$ cat config.mk
export PLATFORM = sky130hd
export DESIGN_NAME = hypb_cordic_seq_flat
export DESIGN_NICKNAME = d
export VERILOG_FILES = /design/src/rtl/hypb_cordic_if.sv /design/src/rtl/hypb_cordic_seq.sv /design/src/flat_wrapper.sv
export SDC_FILE = /design/constraint.sdc
export NUM_CORES = 1
export LEC_CHECK = 0
export ABC_AREA = 1
export ABC_CLOCK_PERIOD_IN_PS = 3500
export BUFFER_PORTS_ARGS = -buffer_cell sky130_fd_sc_hd__buf_2
export CAP_MARGIN = 15
export CORE_UTILIZATION = 50
export CTS_CLUSTER_DIAMETER = 150
export DETAILED_ROUTE_END_ITERATION = 8
export PLACE_DENSITY = 0.73
export SYNTH_ARGS = -nofsm -noshare
export SYNTH_HDL_FRONTEND = slang
export SYNTH_SLANG_ARGS = --single-unit
$ cat constraint.sdc
create_clock -name clk -period 3.5 [get_ports clk]
set_input_delay 0.35 -clock clk [delete_from_list [all_inputs] [get_ports clk]]
set_output_delay 0.35 -clock clk [all_outputs]
set_load 0.005 [all_outputs]
$ cat src/rtl/hypb_cordic_if.sv
// hypb_cordic_if
// Handshake bundle between the hyperbolic CORDIC iteration sequencer and its
// environment (control block on one side, atanh LUT + shift/add datapath on
// the other).
//
// Signals:
//   start_i       request a new iteration sequence
//   expand_i      1 = include the expanded-range (negative) indices
//   abort_i       cancel the running sequence
//   step_ready_i  datapath accepts the current step
//   busy_o        sequencer is not idle
//   step_valid_o  index_o / repeat_o / last_o are valid
//   index_o       signed iteration index (LUT index and shift amount)
//   repeat_o      current step is the second issue of a repeated index
//   last_o        current step is the final one
//   step_cnt_o    number of steps already accepted
//   done_o        one-cycle pulse after the final step is accepted
//
// Modports:
//   master  the sequencer itself
//   slave   the environment driving requests and consuming steps
interface hypb_cordic_if;
    logic              start_i;
    logic              expand_i;
    logic              abort_i;
    logic              step_ready_i;
    logic              busy_o;
    logic              step_valid_o;
    logic signed [7:0] index_o;
    logic              repeat_o;
    logic              last_o;
    logic [4:0]        step_cnt_o;
    logic              done_o;

    modport master (
        input  start_i, expand_i, abort_i, step_ready_i,
        output busy_o, step_valid_o, index_o, repeat_o, last_o, step_cnt_o, done_o
    );

    modport slave (
        output start_i, expand_i, abort_i, step_ready_i,
        input  busy_o, step_valid_o, index_o, repeat_o, last_o, step_cnt_o, done_o
    );
endinterface

$ cat src/rtl/hypb_cordic_seq.sv
// hypb_cordic_seq
// Iteration sequencer for the hyperbolic-mode CORDIC. Walks the index
// schedule NEG_MIN..0 (optional) then 1..POS_MAX, issuing REP_A and REP_B
// twice, and presents one index per accepted valid/ready handshake. It holds
// no arithmetic; the atanh LUT and shift/add datapath hang off index_o.
//
// Ports:
//   clk    rising-edge clock
//   rst_n  asynchronous active-low reset
//   bus    hypb_cordic_if.master (start/expand/abort in, step handshake out)
//
// Parameters:
//   NEG_MIN  lowest expanded-range index (-5..0)
//   POS_MAX  last positive index (1..13)
//   REP_A    first repeated index (ignored if > POS_MAX)
//   REP_B    second repeated index (ignored if > POS_MAX or == REP_A)
module hypb_cordic_seq #(
    parameter int NEG_MIN = -5,
    parameter int POS_MAX = 13,
    parameter int REP_A   = 4,
    parameter int REP_B   = 13
) (
    input  logic           clk,
    input  logic           rst_n,
    hypb_cordic_if.master  bus
);

    typedef enum logic [1:0] {
        IDLE = 2'd0,
        RUN  = 2'd1,
        DONE = 2'd2
    } state_t;

    localparam logic signed [7:0] NEG_IDX  = 8'(NEG_MIN);
    localparam logic signed [7:0] POS_IDX  = 8'(POS_MAX);
    localparam logic signed [7:0] REPA_IDX = 8'(REP_A);
    localparam logic signed [7:0] REPB_IDX = 8'(REP_B);
    localparam bit REPA_EN = (REP_A <= POS_MAX);
    localparam bit REPB_EN = (REP_B <= POS_MAX) && (REP_B != REP_A);

    state_t            state_q, state_d;
    logic signed [7:0] index_q, index_d;
    logic              rep_q, rep_d;
    logic              last_q, last_d;
    logic              valid_q, valid_d;
    logic              done_q, done_d;
    logic              busy_q, busy_d;
    logic [4:0]        cnt_q, cnt_d;

    // An index is issued twice when it matches an enabled repeat slot.
    function automatic logic is_rep(input logic signed [7:0] idx);
        return (REPA_EN && (idx == REPA_IDX)) || (REPB_EN && (idx == REPB_IDX));
    endfunction

    // The final step is POS_MAX, on its second issue if POS_MAX repeats.
    function automatic logic is_last(input logic signed [7:0] idx, input logic rep);
        return (idx == POS_IDX) && (rep || !is_rep(idx));
    endfunction

    // Next-state and next-output logic. Every output is registered, so this
    // block computes the values the outputs take after the coming edge.
    // Abort takes priority over a handshake in the same cycle.
    always_comb begin
        state_d = state_q;
        index_d = index_q;
        rep_d   = rep_q;
        last_d  = last_q;
        valid_d = valid_q;
        cnt_d   = cnt_q;
        done_d  = 1'b0;

        case (state_q)
            IDLE: begin
                if (bus.start_i && !bus.abort_i) begin
                    state_d = RUN;
                    index_d = bus.expand_i ? NEG_IDX : 8'sd1;
                    rep_d   = 1'b0;
                    valid_d = 1'b1;
                    cnt_d   = '0;
                    last_d  = is_last(index_d, 1'b0);
                end
            end
            RUN: begin
                if (bus.abort_i) begin
                    state_d = IDLE;
                    index_d = '0;
                    cnt_d   = '0;
                    rep_d   = 1'b0;
                    last_d  = 1'b0;
                    valid_d = 1'b0;
                end else if (valid_q && bus.step_ready_i) begin
                    cnt_d = cnt_q + 5'd1;
                    if (last_q) begin
                        state_d = DONE;
                        valid_d = 1'b0;
                        last_d  = 1'b0;
                        rep_d   = 1'b0;
                        done_d  = 1'b1;
                    end else begin
                        if (is_rep(index_q) && !rep_q) begin
                            rep_d = 1'b1;
                        end else begin
                            index_d = index_q + 8'sd1;
                            rep_d   = 1'b0;
                        end
                        last_d = is_last(index_d, rep_d);
                    end
                end
            end
            DONE: begin
                state_d = IDLE;
                if (bus.abort_i) begin
                    index_d = '0;
                    cnt_d   = '0;
                end
            end
            default: begin
                state_d = IDLE;
                index_d = '0;
                cnt_d   = '0;
                rep_d   = 1'b0;
                last_d  = 1'b0;
                valid_d = 1'b0;
            end
        endcase

        busy_d = (state_d != IDLE);
    end

    // State and output registers; reset clears everything immediately.
    always_ff @(posedge clk or negedge rst_n) begin
        if (!rst_n) begin
            state_q <= IDLE;
            index_q <= '0;
            rep_q   <= 1'b0;
            last_q  <= 1'b0;
            valid_q <= 1'b0;
            done_q  <= 1'b0;
            busy_q  <= 1'b0;
            cnt_q   <= '0;
        end else begin
            state_q <= state_d;
            index_q <= index_d;
            rep_q   <= rep_d;
            last_q  <= last_d;
            valid_q <= valid_d;
            done_q  <= done_d;
            busy_q  <= busy_d;
            cnt_q   <= cnt_d;
        end
    end

    assign bus.busy_o       = busy_q;
    assign bus.step_valid_o = valid_q;
    assign bus.index_o      = index_q;
    assign bus.repeat_o     = rep_q;
    assign bus.last_o       = last_q;
    assign bus.step_cnt_o   = cnt_q;
    assign bus.done_o       = done_q;

endmodule

$ cat src/flat_wrapper.sv
// flat-port wrapper written by rule: the top's interface ports become plain ports
module hypb_cordic_seq_flat 
#(
    parameter int NEG_MIN = -5,
    parameter int POS_MAX = 13,
    parameter int REP_A   = 4,
    parameter int REP_B   = 13
)
  (clk, rst_n, bus_start_i, bus_expand_i, bus_abort_i, bus_step_ready_i, bus_busy_o, bus_step_valid_o, bus_index_o, bus_repeat_o, bus_last_o, bus_step_cnt_o, bus_done_o);
  hypb_cordic_if bus_i ();
  input  logic clk;
  input  logic rst_n;
  input wire logic [$bits(bus_i.start_i)-1:0] bus_start_i;
  input wire logic [$bits(bus_i.expand_i)-1:0] bus_expand_i;
  input wire logic [$bits(bus_i.abort_i)-1:0] bus_abort_i;
  input wire logic [$bits(bus_i.step_ready_i)-1:0] bus_step_ready_i;
  output wire logic [$bits(bus_i.busy_o)-1:0] bus_busy_o;
  output wire logic [$bits(bus_i.step_valid_o)-1:0] bus_step_valid_o;
  output wire logic [$bits(bus_i.index_o)-1:0] bus_index_o;
  output wire logic [$bits(bus_i.repeat_o)-1:0] bus_repeat_o;
  output wire logic [$bits(bus_i.last_o)-1:0] bus_last_o;
  output wire logic [$bits(bus_i.step_cnt_o)-1:0] bus_step_cnt_o;
  output wire logic [$bits(bus_i.done_o)-1:0] bus_done_o;
  assign bus_i.start_i = bus_start_i;
  assign bus_i.expand_i = bus_expand_i;
  assign bus_i.abort_i = bus_abort_i;
  assign bus_i.step_ready_i = bus_step_ready_i;
  assign bus_busy_o = bus_i.busy_o;
  assign bus_step_valid_o = bus_i.step_valid_o;
  assign bus_index_o = bus_i.index_o;
  assign bus_repeat_o = bus_i.repeat_o;
  assign bus_last_o = bus_i.last_o;
  assign bus_step_cnt_o = bus_i.step_cnt_o;
  assign bus_done_o = bus_i.done_o;
  hypb_cordic_seq #(.NEG_MIN(NEG_MIN), .POS_MAX(POS_MAX), .REP_A(REP_A), .REP_B(REP_B)) u_core (.clk(clk), .rst_n(rst_n), .bus(bus_i));
endmodule
Yosys cells after proc, flatten, opt, wreduce, memory -nomap -nowiden --
Cells that the tools add are included.
Storage, ports and cells: bits in read-only memories 0, bits in latches 0, input port bits 6, RAM bits 0, output and inout port bits 18, memories kept 0, register bits 20
Operators by class: shifts and indexed selects 0, reductions and logical operators 19, multiplexer cells 46, $mul 0, order comparisons 0, eq/ne operators 13, divide/modulo/power cells 0, add/sub/neg operators 2, bitwise gates (word level) 1
Operators by type and width (number):
- $mux 8 | 11
- $eq 8x4->1 const B | 3
- $eq 8x5->1 const B | 3
- $pmux 8 s3 | 1
- $mux 1 | 21
- $mux 5 | 4
- $pmux 5 s3 | 1
- $pmux 1 s3 | 3
- $add 8x2->8 const B | 1
- $mux 2 | 4
- $reduce_and 4->1 | 2
- $ne 3x2->1 const B | 2
- $reduce_and 3->1 | 2
- $add 5x1->5 const B | 1
- $logic_and 1x1->1 | 5
- $logic_not 1->1 | 4
- $logic_or 1x1->1 | 4
- $pmux 2 s2 | 1
- $ne 3x3->1 const B | 1
- $eq 2x1->1 const B | 1
- $eq 2x2->1 const B | 1
- $logic_not 2->1 | 1
- $ne 2x1->1 const B | 1
- $ne 2x2->1 const B | 1
- other kinds (2) | 2

Logic depth before layout (Yosys ltp) --
Gate-level depths: netlist of the first run.
word-level depth 17, depth in mapped cells 12, gate-level depth less buffers 12

Worst setup path before layout of the first run --
OpenSTA, ideal clock, no wires.
kind flip-flop to flip-flop, start reg u_core.index_q[0], in the netlist u_core.bus.index_o[0], end reg u_core.last_q, in the netlist u_core.bus.last_o, setup time 0.065 ns, cell stages (with the launch flop) 13, arrival time 1.329 ns, setup slack 2.106 ns, path through dfrtp_1 inv_1 ha_1 inv_1 nand2_1 inv_1 nor2_2 nand2_2 nand2_1 nand2_1 nor2_1 nand2_1 nand2_1
Between the ends: word-level cells in the longest chain between the ends 17, elaborated cells on any way between the ends 25, classes of those cells add/sub (1); eq/ne (4); mux (14); reduce/logical (6)
Ends and longest elaborated chain:
- from (decl) | line hypb_cordic_seq.sv:42 | logic signed [7:0] index_q, index_d;
- from (signal assigned) | line hypb_cordic_seq.sv:143 | index_q <= index_d;
- parallel branches: the longest is 12 deep, another holds $add 8x2->8
- $logic_and 1x1->1 * | line hypb_cordic_seq.sv:57 | return (idx == POS_IDX) && (rep || !is_rep(idx));
- $mux 1 * | line hypb_cordic_seq.sv:93 | if (last_q) begin
- $mux 1 * | line hypb_cordic_seq.sv:91 | end else if (valid_q && bus.step_ready_i) begin
- $mux 1 * | line hypb_cordic_seq.sv:84 | if (bus.abort_i) begin
- $pmux 1 s3 * | line hypb_cordic_seq.sv:72 | case (state_q)
- to (signal assigned) | line hypb_cordic_seq.sv:145 | last_q <= last_d;
- to (decl) | line hypb_cordic_seq.sv:44 | logic last_q, last_d;
Every way passes the cells marked *. The select of a mux whose other input is x is not followed. A chain may end at the register's enable or synchronous reset.

Worst setup path in the final report of the first run --
start reg u_core.index_q[1], in the netlist u_core.bus.index_o[1], end reg u_core.last_q, in the netlist u_core.bus.last_o
Same word-level chain as after synthesis.

==> impl_metrics.toml, run 1 <==
[outcome]
outcome = "completed"

[power_and_ir_drop]
swShare = 0.460
cellInternalPower_mw = 0.535
p_leak_nw = 0.897
pwr-share-seq = 0.385
vdd_drop_max_mv = 0.553
pwr-share-comb = 0.479
p_switching_mw = 0.456
power_density_nw_per_um2 = 667
power_mw = 0.991
clkPwrFrac = 0.135

[min_path]
hold_class = "in2reg"
holdPathStages = 4

[detailed_routing]
wl_um = 2930
ant_nets = 0
first_pass_iters = 4
viasPerCell = 5.04
drt_iter0_drc = 39
vias = 1230
drc = 0
wl_per_cell_um = 12.0

[cts]
clk_pin_slew_ps = 120
cts-root-buf = "clkbuf_4"
cts_buffer_depth = 2
htreeDepth = 1
postCtsHoldBufs = 1
clkLatencyLatePin_ps = 300
cts.sinks = 20
post_cts_resized = 0
cts_tree = "done"
post_cts.repair.setup_buffers = 0
cts_buffers = 3

[logic_synthesis]
syn_area_um2 = 1290
yosysUniqueCellTypes = 19
synthCells = 186
synth_edf_count = 0
yosysTopAreaCell = "dfrtp_1"
synth_nets = 196
synth-seq-cells = 20
synth_seq_area_share = 0.389
synth_most_common_cell = "nand2_1"
async_flop_share = 1.00
synth.area.top_cells = "dfrtp_1 39%, nand2_1 21%, nand3_1 8.2%"
synth_common_cells = "72 x nand2_1, 24 x inv_1, 21 x nand3_1, 20 x dfrtp_1, 16 x nor2_1"
ys_warn_count = 0
yosysTopAreaCellShare = 0.389
avgSynthCellArea_um2 = 6.92
ys.flop_type = "dfrtp_1"

[sta]
finalSetupTns_ps = 0
slew_viol_final = 0
setup_viol_count_final = 0
finClkSkew_ps = 8.81
holdWs_ps = 308
hold_viol = 0
min_period_over_period = 0.458
fmax_mhz = 624
rsz0062_at_grt = "false"
worst_pin_slew_ps = 445
period_needed_ps = 1600
relSlewSlack = 0.703

[grt]
grt_pass1_wl_um = 5030
grt_pass1_vias = 1151
grt_max_degree = 21
antenna_found_initial = 0
grt.overflow.total = 0
grt_usage = 0.247

[die]
ios = 24
initial_utilization = 0.524
die_x_um = 52.7
core_um2 = 2450
rows = 18
die_h_um = 52.7
die_area_um2 = 2780

[finish]
multiInputGateArea_um2 = 689
drive_gt1_frac = 0.196
nFillCells = 236
area_growth_pct = 15.5
n_antenna_cell = 0
final-seq-area_um2 = 500
final_cell_area_um2 = 1490
fin_util = 0.606
nNetsFinal = 225

[critical_path]
worstPathRequired_ps = 3740
critPathKind = "reg2reg"
cp-end-kind = "flip-flop"
worstRegToRegCells = 12
startpoint_type = "flip-flop"
cp_max_fo = 6
cp.arrival_ps = 1850

[placed_design]
gp_congestion = 0.891
portBuffers = 23
hpwlAfterDp_um = 2250
dpl_cell_area_um2 = 1440

[run]
drv_cap = 0
-- layer usage --
layer | global-route usage | share of wire | vias to the layer above | wire length (um)
li1 | - | - | 628 | -
met1 | 0.335 | 0.44 | 556 | 1280
met2 | 0.403 | 0.49 | 42 | 1430
met3 | 0.0580 | 0.067 | 4 | 198
met4 | 0.0395 | 0.0068 | 0 | 20
met5 | 0 | 0 | - | 0
-- worst max-delay path, cell delays in order (launching register included) --
cell	delay, ps
dfrtp_1	460
inv_1	130
ha_1	150
inv_1	40
nand2_1	60
nand2_1	60
nor2_2	170
nand2_2	120
nand2_1	90
nand2_1	50
nor2_1	90
nand2_1	60
nand2_1	50
-- final cells by class --
type                       count  area share
multi-input combinational    140       0.464
sequential                    20       0.337
timing repair buffer          24      0.0842
inverter                      26      0.0657
tap                           30      0.0253
clock buffer                   4      0.0244
-- path summary, 6_finish.rpt --
| path | from | end | slack (ps) |
|---|---|---|---|
| max in group asynchronous | rst_n | u_core.bus.busy_o | 2680 |
| setup reg to reg | u_core.bus.index_o[1] | u_core.bus.last_o | 1900 |
| min in group asynchronous | rst_n | u_core.bus.index_o[7] | 500 |
| hold / removal | bus_abort_i | u_core.bus.step_cnt_o[3] | 310 |
| setup / recovery | u_core.bus.index_o[1] | u_core.bus.last_o | 1900 |
| hold reg to reg | u_core.bus.repeat_o | u_core.bus.repeat_o | 530 |
-- power by group through the flow --
stage                     combinational [mW]  clock (mW)  sequential (mW)
after floorplan                        0.330           0            0.370
after global placement                 0.458           0            0.383
after detailed placement               0.471           0            0.385
after CTS                              0.476       0.138            0.381
after global routing                   0.551       0.145            0.392
final                                  0.475       0.134            0.382
-- through the flow --
stage               std cells  setup slack [ps]
floorplan                 186              2110
global placement          239              1980
detailed placement        239              1940
CTS                       244              1900
global route              244              1680
finish                    244              1900
-- sequential cells by signal, indices dropped and copies added (netlist names) --
signal and count:
u_core.bus.index_o 8, u_core.bus.step_cnt_o 5, u_core.state_q 2, u_core.bus.busy_o 1
u_core.bus.done_o 1, u_core.bus.last_o 1, u_core.bus.repeat_o 1, u_core.bus.step_valid_o 1
-- cell families after synthesis --
group,after synthesis,synth area share
and+or+nand+nor,124,0.441
buffers and inverters,26,0.0758
AOI/OAI and AO/OA,9,0.0350
adders and majority gates,4,0.0389
DFF,20,0.389
xor gates and xnor gates,3,0.0204
-- layout by cell type, fill, tap and decap left out --
cell	count
buf_2	23
nand3_1	21
clkbuf_8	1
nor2_2	2
nand4_1	1
inv_2	2
o21ai_0	6
clkbuf_4	3
a21oi_1	3
nor2_8	1
xor2_1	3
nand2_1	72
nand2_2	3
inv_1	24
dfrtp_1	20
nand3_2	1
nand3b_1	1
ha_1	4
or2_2	2
nor2_1	16
nor2_4	2
nand2_4	2
dlygate4sd3_1	1
Power figures use the tool's default switching activity.
==> inputs of run 2 (changes only) <==
--- a/config.mk
+++ b/config.mk
@@ -5,8 +5,8 @@
 export SDC_FILE = /design/constraint.sdc
 export NUM_CORES = 1
 export LEC_CHECK = 0
-export ABC_AREA = 1
-export ABC_CLOCK_PERIOD_IN_PS = 3500
+export ABC_AREA = 0
+export ABC_CLOCK_PERIOD_IN_PS = 1600
 export BUFFER_PORTS_ARGS = -buffer_cell sky130_fd_sc_hd__buf_2
 export CAP_MARGIN = 15
 export CORE_UTILIZATION = 50
==> constraint.sdc (replaced) <==
create_clock -name clk -period 1.6 [get_ports clk]
set_input_delay 0.16 -clock clk [delete_from_list [all_inputs] [get_ports clk]]
set_output_delay 0.16 -clock clk [all_outputs]
set_load 0.005 [all_outputs]
==> run 2 against run 1 <==
- the flow now finishes with violations (negative setup slack)
- clock skew shrank 7.4 ps
- fmax shrank 12%
- via count grew 12%
- register-to-register slack lost 2100 ps
- critical path type unchanged
- critical endpoint is now u_core.bus.index_o[0]
- largest power group is now sequential cells
==> impl_metrics.toml, run 2 <==
[logic_synthesis]
synth_seq_area_share = 0.395
synth_most_common_cell = "dfrtp_1"
ys_warn_count = 0
avgSynthCellArea_um2 = 9.45
synth-seq-cells = 20
synth_edf_count = 0
yosysTopAreaCellShare = 0.395
ys.flop_type = "dfrtp_1"
synth.area.top_cells = "dfrtp_1 40%, o31ai_1 4.7%, ha_1 4.0%"
synthCells = 134
yosysTopAreaCell = "dfrtp_1"
yosysUniqueCellTypes = 42
synth_common_cells = "20 x dfrtp_1, 10 x nand2_1, 10 x nand3_1, 10 x nor2_1, 8 x o31ai_1"
synth_nets = 144
async_flop_share = 1.00
syn_area_um2 = 1270

[sta]
relSlewSlack = 0.698
finClkSkew_ps = 1.41
hold_viol = 0
setup_viol_count_final = 8
rsz0062_at_grt = "true"
worst_slack_ps = -216
finalSetupTns_ps = -1280
slew_viol_final = 0
period_needed_ps = 1820
holdWs_ps = 104
fmax_mhz = 551
min_period_over_period = 1.13
worst_pin_slew_ps = 454

[cts]
cts_buffer_depth = 2
cts-root-buf = "clkbuf_4"
clkLatencyLatePin_ps = 310
clk_pin_slew_ps = 120
cts_tree = "done"
cts.sinks = 20
cts_buffers = 3
htreeDepth = 1

[finish]
drive_gt1_frac = 0.469
area_growth_pct = 47.0
final-seq-area_um2 = 502
nNetsFinal = 205
largest_reg_flops = 8
fin_util = 0.810
multiInputGateArea_um2 = 832
n_antenna_cell = 0
final_cell_mix = "35 x buf_4, 23 x buf_2, 19 x dfrtp_1"
mostFrequentLayoutCell = "buf_4"
nFillCells = 150

[power_and_ir_drop]
pwr-share-seq = 0.425
p_switching_mw = 0.485
power_mw = 1.45
p_leak_nw = 0.853
cellInternalPower_mw = 0.960
clkPwrFrac = 0.209
pwr-share-comb = 0.366
vdd_drop_max_mv = 0.712
swShare = 0.336
power_density_nw_per_um2 = 776

[critical_path]
cp-end-kind = "flip-flop"
worstPathRequired_ps = 1840
critical_path.slowest_cell = "dfrtp_1"
startpoint_type = "flip-flop"
crit_path_cell_trace = "inv_1, ha_2, mux2i_4, nor4_4, buf_4, buf_12, or4_1, o211ai_1"
cp_max_fo = 7
critPathKind = "reg2reg"
cp.arrival_ps = 2050
worst-path-buf-inv = 3
slowest_delay_ps = 430
cp_top_family = "simple AND/OR/NAND/NOR gates"

[grt]
antenna_found_initial = 0
grt_pass1_wl_um = 5950
grt_usage = 0.304
grt_max_degree = 21
grt_pass1_vias = 1250
grt.overflow.total = 0

[die]
die_area_um2 = 2740
rows = 17
ios = 24
die_h_um = 52.3
core_um2 = 2300
initial_utilization = 0.551
die_x_um = 52.3

[detailed_routing]
viasPerCell = 6.19
first_pass_iters = 4
ant_nets = 0
wl_um = 3800
vias = 1374
wl_per_cell_um = 17.1
drc = 0
drt_iter0_drc = 74

[outcome]
outcome = "finished with violations"
failed_checks = "negative setup slack"

[placed_design]
portBuffers = 23
gp_congestion = 0.912
hpwlAfterDp_um = 2570

[min_path]
hold_class = "in2reg"

[run]
drv_cap = 0
-- run 2: cell types whose count changed after synthesis, sizes merged, moves of 7 or more --
cell,before,now
nor2,21,10
nand3,22,10
o31ai,0,8
and2,0,7
nand2,77,10
inv,26,4
-- run 2: area by class of cell --
type / count / share of cell area
multi-input combinational: 103 / 0.447
clock buffer: 4 / 0.0195
inverter: 4 / 0.00806
tap: 28 / 0.0188
timing repair buffer: 63 / 0.237
sequential: 20 / 0.269
-- run 2: worst reg2reg max path: cells and delay by family, from the launching register on --
kind	cells	cell delay, ps
and+or+nand+nor	2	460
DFF	1	430
buffers and inverters	3	360
adders and majority gates	1	180
muxes	1	160
AOI/OAI and AO/OA	1	160
-- run 2: routing by layer --
| layer | up-vias | routed length (um) | track usage |
|---|---|---|---|
| li1 | 636 | - | - |
| met4 | 0 | 103 | 0.136 |
| met1 | 658 | 1590 | 0.411 |
| met5 | - | 0 | 0 |
| met3 | 12 | 252 | 0.0290 |
| met2 | 68 | 1850 | 0.487 |
-- run 2: logic make-up (layout without fill, tap and decap cells) --
| family | after synthesis | in the layout | share of synthesized area |
|---|---|---|---|
| compound gates | 37 | 37 | 0.220 |
| xor+xnor | 1 | 1 | 0.00692 |
| fa+ha+maj | 4 | 4 | 0.0395 |
| buf+inv | 11 | 71 | 0.0346 |
| flops | 20 | 20 | 0.395 |
| mux | 4 | 4 | 0.0336 |
| simple gates | 57 | 57 | 0.270 |
-- run 2: path summary, 6_finish.rpt --
| check | from | endpoint | slack (ps) | depth (start not counted) |
|---|---|---|---|---|
| worst min register to register | u_core.bus.step_cnt_o[0] | u_core.bus.step_cnt_o[0] | 550 | 1 |
| worst max-delay path | u_core.bus.index_o[0] | u_core.bus.index_o[0] | -220 | 8 |
| max in group asynchronous | rst_n | u_core.state_q[0] | 950 | 2 |
| worst min-delay path | bus_start_i | u_core.bus.busy_o | 100 | 2 |
| worst max register to register | u_core.bus.index_o[0] | u_core.bus.index_o[0] | -220 | 8 |
| min in group asynchronous | rst_n | u_core.bus.step_cnt_o[2] | 320 | 2 |
-- run 2: repair_timing --
action | CTS | global route
endpoints found under the hold margin | 20 | 0
hold buffers | 1 | 0
resized for setup | 7 | 17
setup endpoints to repair | 14 | 15
pin swaps | 6 | 10
setup buffers | 3 | 6
-- run 2: through the flow --
stage | area (um2) | instances | setup WS [ps]
floorplan | 1310 | 134 | -255
global placement | 1650 | 208 | -162
detailed placement | 1650 | 208 | -251
CTS | 1740 | 216 | -241
global route | 1860 | 222 | -278
finish | 1860 | 222 | -216
-- run 2: power by group through the flow --
stage,clock network (mW),registers [mW],logic [mW]
after floorplan,0,0.640,0.198
after global routing,0.334,0.618,0.577
after global placement,0,0.613,0.418
after CTS,0.308,0.608,0.457
after detailed placement,0,0.617,0.433
final,0.302,0.614,0.530
==> inputs of run 3 (changes only) <==
--- a/config.mk
+++ b/config.mk
@@ -6,7 +6,7 @@
 export NUM_CORES = 1
 export LEC_CHECK = 0
 export ABC_AREA = 0
-export ABC_CLOCK_PERIOD_IN_PS = 1600
+export ABC_CLOCK_PERIOD_IN_PS = 1900
 export BUFFER_PORTS_ARGS = -buffer_cell sky130_fd_sc_hd__buf_2
 export CAP_MARGIN = 15
 export CORE_UTILIZATION = 50
==> constraint.sdc (replaced) <==
create_clock -name clk -period 1.9 [get_ports clk]
set_input_delay 0.19 -clock clk [delete_from_list [all_inputs] [get_ports clk]]
set_output_delay 0.19 -clock clk [all_outputs]
set_load 0.005 [all_outputs]
==> run 3 against run 2 <==
- the flow now finishes without violations
- clock skew is 4.8 ps higher
- combinational power is 37% lower
- hold slack better by 63 ps
- power is 28% lower
- critical path depth is 4 lower
- fmax is 1.8% higher
- utilization is 15 points lower
- register-to-register slack better by 330 ps
- critical path type unchanged
- largest power group unchanged
==> impl_metrics.toml, run 3 (synthesis gave the netlist of run 2 again) <==
[outcome]
outcome = "completed"

[detailed_routing]
vias = 1246
wl_met3_um = 215
drc = 0
wl_um = 3220
first_pass_iters = 4
top_layer = "met4"
wl_met1_um = 1400
drt_iter0_drc = 52
wl_per_cell_um = 16.4
wl_met2_um = 1570
ant_nets = 0
viasPerCell = 6.36

[finish]
nNetsFinal = 180
final_cell_mix = "23 x buf_2, 19 x dfrtp_1, 14 x buf_4"
n_antenna_cell = 0
largest_reg_flops = 8
fin_util = 0.664
drive_gt1_frac = 0.298
area_growth_pct = 20.6
mostFrequentLayoutCell = "buf_2"

[die]
ios = 24
die_area_um2 = 2740
rows = 17
core_um2 = 2300
die_h_um = 52.3
initial_utilization = 0.551
die_x_um = 52.3

[power_and_ir_drop]
swShare = 0.336
pwr-share-seq = 0.493
clkPwrFrac = 0.188
p_switching_mw = 0.351
pwr-share-comb = 0.319
p_leak_nw = 0.701
cellInternalPower_mw = 0.694
power_density_nw_per_um2 = 685
vdd_drop_max_mv = 0.557

[cts]
cts_buffers = 3
cts-root-buf = "clkbuf_4"
cts_tree = "done"
cts.sinks = 20
htreeDepth = 1
clk_pin_slew_ps = 110
cts_buffer_depth = 2
clkLatencyLatePin_ps = 290

[sta]
period_needed_ps = 1780
hold_viol = 0
worst_slack_ps = 116
slew_viol_final = 0
setup_viol_count_final = 0
fmax_mhz = 561
finalSetupTns_ps = 0
relSlewSlack = 0.701
rsz0062_at_grt = "false"
worst_pin_slew_ps = 448
finClkSkew_ps = 6.23
min_period_over_period = 0.939

[placed_design]
portBuffers = 23
hpwlAfterDp_um = 2410
gp_congestion = 0.980
pre_cts_ws_ps = 126

[critical_path]
startpoint_type = "flip-flop"
cp-end-kind = "flip-flop"
worst-path-buf-inv = 0
worstPathRequired_ps = 2100
cp_top_family = "simple AND/OR/NAND/NOR gates"
rrSetupSlack_ps = 120
crit_path_cell_trace = "or4b_4, nor4_4, mux2_2, a22oi_1"
critPathKind = "reg2reg"
critical_path.slowest_cell = "or4b_4"
cp.arrival_ps = 1990
cp_max_fo = 2
slowest_delay_ps = 550

[grt]
grt_max_degree = 21
grt_pass1_wl_um = 5200
antenna_found_initial = 0
grt_usage = 0.261
grt.overflow.total = 0
grt_pass1_vias = 1138

[run]
drv_cap = 0

[min_path]
hold_class = "in2reg"
-- run 3: cell types whose count changed in the layout (fill, tap and decap cells not counted), moves of 2 or more --
cell	delta
or3b_2	+3
mux2_4	-2
buf_6	-3
mux2_2	+2
nor2_2	-2
ha_2	-2
buf_4	-21
nor2_1	+2
or3b_4	-3
ha_1	+3
-- run 3: power groups by stage --
stage / Combinational (mW) / Clock (mW) / Sequential, mW
global placement: 0.318 / 0 / 0.518
global route: 0.367 / 0.215 / 0.522
floorplan: 0.158 / 0 / 0.539
finish: 0.334 / 0.196 / 0.516
CTS: 0.331 / 0.199 / 0.516
detailed placement: 0.328 / 0 / 0.523
-- run 3: stage by stage --
| step | cell area [um2] | hold WS (ps) | total power, mW | std cells |
|---|---|---|---|---|
| 2_1_floorplan | 1270 | -106 | 0.696 | 134 |
| 3_3_place_gp | 1490 | 156 | 0.837 | 192 |
| 3_5_place_dp | 1490 | 162 | 0.851 | 192 |
| 4_1_cts | 1530 | 158 | 1.05 | 196 |
| 5_1_grt | 1530 | 166 | 1.10 | 196 |
| 6_report | 1530 | 167 | 1.05 | 196 |
-- run 3: timing repair --
item | in CTS | in global routing
hold buffers | 1 | 0
setup buffers | 0 | 0
endpoints found under the setup margin | 0 | 1
hold endpoints to repair | 20 | 0
resized for setup | 0 | 1
-- run 3: per-layer routing --
metal / vias to the layer above / GRT usage
met5: - / 0
met4: 0 / 0.114
met3: 8 / 0.0464
met2: 71 / 0.416
met1: 582 / 0.344
li1: 585 / -
-- run 3: path summary, 6_finish.rpt --
| check | depth (start not counted) | startpoint | end |
|---|---|---|---|
| min in group asynchronous | 2 | rst_n | u_core.bus.index_o[5] |
| hold reg to reg | 1 | u_core.bus.step_cnt_o[0] | u_core.bus.step_cnt_o[0] |
| hold / removal | 2 | bus_start_i | u_core.bus.busy_o |
| setup reg to reg | 4 | u_core.bus.index_o[6] | u_core.bus.index_o[1] |
| max in group asynchronous | 2 | rst_n | u_core.state_q[1] |
| setup / recovery | 4 | u_core.bus.index_o[6] | u_core.bus.index_o[1] |
-- run 3: final cells by class --
cell class / count / area (um2)
Clock buffer: 3 / 22.5
Fill cell: 188 / 771
Inverter: 4 / 15.0
Multi-Input combinational cell: 103 / 722
Sequential cell: 20 / 502
Tap cell: 28 / 35.0
Timing Repair Buffer: 38 / 230
